`src/rtl/interpolator_pkg.sv`:
```
// Shared FSM encoding and width helpers for the power-of-two interpolator.
package interpolator_pkg;

    typedef logic [1:0] state_t;

    localparam state_t STATE_PRIME = 2'd0;
    localparam state_t STATE_IDLE  = 2'd1;
    localparam state_t STATE_EMIT  = 2'd2;

    // The extra bit keeps previous*N + k*delta exact for every k < N.
    function automatic int accumulator_width(input int word_width, input int exponent);
        return word_width + exponent + 1;
    endfunction

endpackage

```
`src/rtl/interpolator_step_datapath.sv`:
```
// Delta/accumulator datapath of the interpolator, driven by prime/load/step/finish strobes.
// Macro INTERPOLATOR_ROUND_NEAREST_EN selects round-half-up instead of floor.
module interpolator_step_datapath
    import interpolator_pkg::*;
#(
    parameter int WORD_WIDTH            = 16,
    parameter int POWER_OF_TWO_EXPONENT = 2
) (
    input  logic                  clock,
    input  logic                  clear_n,
    input  logic                  prime,
    input  logic                  load,
    input  logic                  step,
    input  logic                  finish,
    input  logic [WORD_WIDTH-1:0] sample,
    output logic [WORD_WIDTH-1:0] output_sample
);

    localparam int E         = POWER_OF_TWO_EXPONENT;
    localparam int ACC_WIDTH = accumulator_width(WORD_WIDTH, E);

    logic [WORD_WIDTH-1:0] previous;
    logic [WORD_WIDTH-1:0] current;
    logic [WORD_WIDTH:0]   delta;
    logic [ACC_WIDTH-1:0]  accumulator;
    logic [ACC_WIDTH-1:0]  accumulator_next;
    logic signed [ACC_WIDTH-1:0] rounded;
    logic signed [ACC_WIDTH-1:0] scaled;
    logic [WORD_WIDTH:0]   unused_scaled_msbs;

    // NOTE: every variable written in always_comb gets a value on every path, so no latch is inferred.
    always_comb begin
        accumulator_next = accumulator + {{E{delta[WORD_WIDTH]}}, delta};
`ifdef INTERPOLATOR_ROUND_NEAREST_EN
        rounded = accumulator_next + (ACC_WIDTH'(1) << (E - 1));
`else
        rounded = accumulator_next;
`endif
        scaled = rounded >>> E;
    end

    // Results always lie between previous and current, so the dropped bits are pure sign extension.
    assign unused_scaled_msbs = scaled[ACC_WIDTH-1:WORD_WIDTH];

    // NOTE: sequential state uses non-blocking assignments so all registers update from pre-edge values.
    always_ff @(posedge clock or negedge clear_n) begin
        if (!clear_n) begin
            previous      <= '0;
            current       <= '0;
            delta         <= '0;
            accumulator   <= '0;
            output_sample <= '0;
        end else if (prime) begin
            previous <= sample;
        end else if (load) begin
            current       <= sample;
            delta         <= {sample[WORD_WIDTH-1], sample} - {previous[WORD_WIDTH-1], previous};
            accumulator   <= {previous[WORD_WIDTH-1], previous, {E{1'b0}}};
            output_sample <= previous;
        end else if (step) begin
            accumulator   <= accumulator_next;
            output_sample <= scaled[WORD_WIDTH-1:0];
        end else if (finish) begin
            accumulator <= accumulator_next;
            previous    <= current;
        end
    end

endmodule

```
`src/rtl/interpolator_powers_of_two.sv`:
```
// Upsamples a signed stream by 2^POWER_OF_TWO_EXPONENT with shift/add linear interpolation.
// Optional macro INTERPOLATOR_ROUND_NEAREST_EN (in the datapath) rounds half-up instead of flooring.
module interpolator_powers_of_two
    import interpolator_pkg::*;
#(
    parameter int WORD_WIDTH            = 16,
    parameter int POWER_OF_TWO_EXPONENT = 2
) (
    input  logic                  clock,
    input  logic                  clear_n,
    input  logic                  restart_interpolation,
    input  logic                  input_valid,
    output logic                  input_ready,
    input  logic [WORD_WIDTH-1:0] input_sample,
    output logic                  output_valid,
    input  logic                  output_ready,
    output logic [WORD_WIDTH-1:0] output_sample
);

    localparam int E = POWER_OF_TWO_EXPONENT;

    if (POWER_OF_TWO_EXPONENT < 1) begin : gen_exponent_check
        $error("POWER_OF_TWO_EXPONENT must be at least 1");
    end

    localparam logic [E-1:0] LAST_STEP = '1;

    state_t       state;
    state_t       state_next;
    logic [E-1:0] step_count;
    logic         restart_previous;
    logic         restart_pulse;
    logic         input_fire;
    logic         output_fire;
    logic         last_step;

    assign restart_pulse = restart_interpolation && !restart_previous;
    assign input_fire    = input_valid && input_ready;
    assign output_fire   = output_valid && output_ready && (state == STATE_EMIT);
    assign last_step     = (step_count == LAST_STEP);

    always_ff @(posedge clock or negedge clear_n) begin
        if (!clear_n) begin
            state            <= STATE_PRIME;
            restart_previous <= 1'b0;
        end else begin
            state            <= state_next;
            restart_previous <= restart_interpolation;
        end
    end

    always_comb begin
        state_next = state;
        case (state)
            STATE_PRIME: if (input_fire) state_next = STATE_IDLE;
            STATE_IDLE:  if (input_fire) state_next = STATE_EMIT;
            STATE_EMIT:  if (output_fire && last_step) state_next = STATE_IDLE;
            default:     state_next = STATE_PRIME;
        endcase
        if (restart_pulse) state_next = STATE_PRIME;
    end

    // A restart edge blocks the input side in the same cycle it is seen.
    always_comb begin
        input_ready = ((state == STATE_PRIME) || (state == STATE_IDLE)) && !restart_pulse;
    end

    always_ff @(posedge clock or negedge clear_n) begin
        if (!clear_n) begin
            output_valid <= 1'b0;
            step_count   <= '0;
        end else if (restart_pulse) begin
            output_valid <= 1'b0;
            step_count   <= '0;
        end else if (input_fire && (state == STATE_IDLE)) begin
            output_valid <= 1'b1;
            step_count   <= '0;
        end else if (output_fire) begin
            step_count <= step_count + 1'b1;
            if (last_step) output_valid <= 1'b0;
        end
    end

    interpolator_step_datapath #(
        .WORD_WIDTH            (WORD_WIDTH),
        .POWER_OF_TWO_EXPONENT (POWER_OF_TWO_EXPONENT)
    ) u_datapath (
        .clock         (clock),
        .clear_n       (clear_n),
        .prime         (input_fire && (state == STATE_PRIME)),
        .load          (input_fire && (state == STATE_IDLE)),
        .step          (output_fire && !last_step),
        .finish        (output_fire && last_step),
        .sample        (input_sample),
        .output_sample (output_sample)
    );

endmodule

```
`config.mk`:
```
export PLATFORM = sky130hd
export DESIGN_NAME = interpolator_powers_of_two
export DESIGN_NICKNAME = d
export VERILOG_FILES = /design/src/rtl/interpolator_pkg.sv /design/src/rtl/interpolator_step_datapath.sv /design/src/rtl/interpolator_powers_of_two.sv
export SDC_FILE = /design/constraint.sdc
export NUM_CORES = 1
export LEC_CHECK = 0
export ABC_CLOCK_PERIOD_IN_PS = 7400
export CORE_ASPECT_RATIO = 1.1
export CORE_MARGIN = 10
export CORE_UTILIZATION = 66
export CTS_BUF_LIST = sky130_fd_sc_hd__clkbuf_4
export DETAILED_ROUTE_END_ITERATION = 12
export GPL_TIMING_DRIVEN = 0
export PLACE_DENSITY_LB_ADDON = 0.15
export SYNTH_ARGS = -nofsm -noshare
export SYNTH_HDL_FRONTEND = slang
export SYNTH_SLANG_ARGS = --single-unit
```
`constraint.sdc`:
```
create_clock -name clock -period 7.4 [get_ports clock]
set_input_delay 1.85 -clock clock [delete_from_list [all_inputs] [get_ports clock]]
set_output_delay 1.85 -clock clock [all_outputs]
set_load 0.02 [all_outputs]
```
==> impl_results.md <==
- Drt total wl: 13.0 mm
- Cell Pwr Density: 478 nW/um^2
- FMAX: ~190 MHz
- Post-Synth Adder-Cell Area: 9.05%
- Gates resized, CTS repair: 0
- Hold Path Class: flop to flop
- Die H: 113 um
- H-tree depth: 3
- Minimum clock period after layout: approximately 5.2 ns
- Number of flops mapped to enable cells by yosys: 0
- RSZ-0062 raised after global routing: no
- CTS hold repair buffers: 0
- Post-route setup slack: between 2 and 2.5 ns
- Worst path buffer plus inverter count: 3
- Io pins: 39
- CTS tree: yes
- Slew HR: around 52%
- Post-synthesis xor/xnor area fraction: 5.11%
- Core Area: 7510 um^2
- Post-Synth Simple-Gate Area: between 10% and 20%
- Routed Antenna Nets: 0
- # fillers: 593
- CP Class: input port to output pin
- Number of warnings issued by yosys: 0
- Primary FF master, synth: dfrtp_1
- Hold violation total from the final report: 0
- Slowest stage delay, CP: between 0.5 and 0.6 ns
- Synth Area in Compound Gates: 19.0%
- Sequential fraction of the synthesis area: between 40% and 50%
- Multi-input logic area: 2750 um^2
- Clock share of power: about 10%
- Synthesized cell area: 5140 um^2
- Post-synth top cells: nand2_1, dfrtp_1, a21oi_1
- Top cells by area, synth: dfrtp_1, ha_1, nand2_1
- Post-Synthesis Cells: 572
- Largest net degree at the start of global routing: 72
- Req. time, crit path: 5.55 ns
- Internal: between 0.001 and 0.0015 W
- Sink Count: 89
- Total CTS buffers: 9
- Max Cap Viol: 0
- Overall Power: 0.00278 W
- Deepest clock path buffer count: 2
- # diodes: 0
- Die X: 104 um
- Clock Skews: 0.0189 ns
- Share of layout cells above drive strength 1: 5.11%
- Worst Tran Pin Value: 0.720 ns
- Post-synthesis mux area share: 3.75%
- Later-pin clock latency in the skew report: roughly 0.46 ns
- Syn_area_per_cell: 8.99 um^2
- Routed len/inst: 17.8 um
- Critical Path AT: 3.36 ns
- Initial core utilization: 68.4%
- Main combinational cell family by area after synthesis: compound AO/OA/AOI/OAI gates
- Most common cell in the netlist: nand2_1
- Slew Limit Fails: 0
- Period utilisation layout: 70.4%
- CTS clk-pin slew, worst paths: 0.13 ns
- Syn nets: 629
- Post-DR vias/cell: 6.02
- CTS root buffer: clkbuf_4
- First-pass GRT wire length: 21.7 mm
- Final Setup Violations: 0
- Synth cell types: 55
- Area leader, netlist: dfrtp_1
- Via count: approximately 4400
- CP max-delay cell: clkdlybuf4s50_1
- Sw Pwr: 0.00128 W
- Initial antenna violation count: 0
- Worst Path Max Fanout: 8
- Switching share of total power: 46.0%
- Vias in the first global route: between 4000 and 5000
- # Post-CTS Setup Buffers: 0
- TritonRoute pass-1 iters: 5
- Synthesis-to-layout area growth: 12.9%
- Number of port buffers: 38
- Remaining global-route overflow: 0
- Crit end category: output pin
- Setup WS pre-CTS: 2.19 ns
- Kind of cell adding the most delay to the critical path: buffers and inverters
- HPWL Detailed: approximately 9.8 mm
- Register Area: approximately 2200 um^2
- Drt drc: 0
- Cell mode on critical path: clkdlybuf4s50_1
- Startpoint Class: input port
- Max VDD drop: 0.254 mV
- Top cell type's share of synthesized area: 43.3%
- Area of the die: 11700 um^2
- Status: completed
- Global-route usage over all layers: 22.5%
- Static Leakage: between 2 and 3 nW
- Seq pwr share: 32.3%
- FF+latch count, synth: 89
- Cells along the critical path: clkdlybuf4s50_1 -> nor2b_1 -> clkbuf_1 -> nor2_1 -> clkdlybuf4s50_1
- Rows: 33
- Combinational share of power: 57.9%
- Final-stage net count: 679
- Setup_tns: 0 ns
- Drt initial violations: 252
- Fraction of registers with async set/reset: 100%
- Gpl congestion: 0.938
==> flip-flops by register name (all words and copies together) (netlist names) <==
signal                    flops
u_datapath.output_sample     16
state                         2
u_datapath.previous          16
u_datapath.accumulator       18
u_datapath.delta             17
output_valid                  1
step_count                    2
u_datapath.current           16
restart_previous              1
==> tightest hold or removal path: stages (launching register included) <==
cell and delay [ns]:
dfrtp_1 0.36, nand2_1 0.05, nand2_1 0.05
==> metrics by stage <==
stage | std cells | cell area (um^2) | hold slack (ns) | util [%]
2_1_floorplan | 572 | 5140 | 0.445 | -
4_1_cts | 731 | 5810 | 0.492 | 77.3
6_report | 731 | 5810 | 0.488 | 77.3
5_1_grt | 731 | 5810 | 0.524 | 77.3
3_5_place_dp | 716 | 5680 | 0.461 | 75.6
3_3_place_gp | 715 | 5650 | 0.458 | 75.2
==> cells in the final DEF, fill, tap and decap left out, types with 3 or more instances in the layout <==
cell | netlist | final
a22oi_1 | 4 | 4
nor2b_1 | 4 | 4
buf_1 | 8 | 8
a21oi_1 | 58 | 58
ha_1 | 34 | 34
nand3_1 | 15 | 15
clkbuf_4 | 0 | 9
inv_1 | 20 | 20
clkbuf_1 | 14 | 14
o22ai_1 | 5 | 5
nor2_1 | 45 | 45
nor3_1 | 7 | 7
o21bai_1 | 4 | 4
a21o_1 | 15 | 15
nand2_1 | 98 | 98
mux2i_1 | 17 | 17
o21ai_0 | 29 | 29
xor2_1 | 14 | 14
o21a_1 | 3 | 3
dfrtp_1 | 89 | 89
o21ai_1 | 17 | 17
nand3b_1 | 3 | 3
xnor2_1 | 16 | 16
clkdlybuf4s50_1 | 0 | 37
nand2b_1 | 5 | 5
o221ai_1 | 4 | 4
==> logic make-up (layout without fill, tap and decap cells) <==
group                    count (synthesis)  count (layout)
multiplexers                            19              19
XOR/XNOR                                30              30
adder cells (fa/ha/maj)                 36              36
AO/OA/AOI/OAI                          161             161
flip-flops                              89              89
AND/OR/NAND/NOR                        193             193
buffers and inverters                   44              98
==> power by group through the flow <==
stage               Clock, W  Combinational [W]  Sequential [W]
global route        0.000293            0.00179        0.000918
finish              0.000273            0.00161        0.000895
floorplan                  0            0.00114        0.000891
CTS                 0.000270            0.00159        0.000886
global placement           0            0.00153        0.000886
detailed placement         0            0.00157        0.000898
==> worst paths after layout <==
path | depth (start not counted) | slack (ns) | start | to
min | 2 | 0.49 | u_datapath.current[6]$_DFFE_PN0N_ | u_datapath.current[6]$_DFFE_PN0N_
min reg2reg | 2 | 0.49 | u_datapath.current[6]$_DFFE_PN0N_ | u_datapath.current[6]$_DFFE_PN0N_
max | 5 | 2.19 | restart_interpolation | input_ready
max reg2reg | 10 | 4.66 | u_datapath.previous[2]$_DFFE_PN0P_ | u_datapath.delta[14]$_DFFE_PN0N_
max in group asynchronous | 2 | 5.54 | clear_n | u_datapath.previous[8]$_DFFE_PN0P_
min in group asynchronous | 1 | 1.24 | clear_n | u_datapath.accumulator[16]$_DFFE_PN0P_
==> metal layers <==
layer / routed length, um / global-route usage, % / vias to the layer above
li1: - / - / 2099
met1: 5770 / 30.0 / 2100
met2: 5980 / 35.4 / 172
met3: 1030 / 5.03 / 26
met4: 256 / 7.99 / 0
met5: 0 / 0 / -
==> cell type report <==
type,count,share of cell area [%]
plain buffers,24,1.59
inverters,20,1.29
repair buffers,39,6.98
clock buffers,9,1.16
well taps,105,2.26
multi-input cells,439,47.3
clock inverters,6,1.03
flip-flops and latches,89,38.4
No activity file was read; power rests on OpenSTA's default activity.
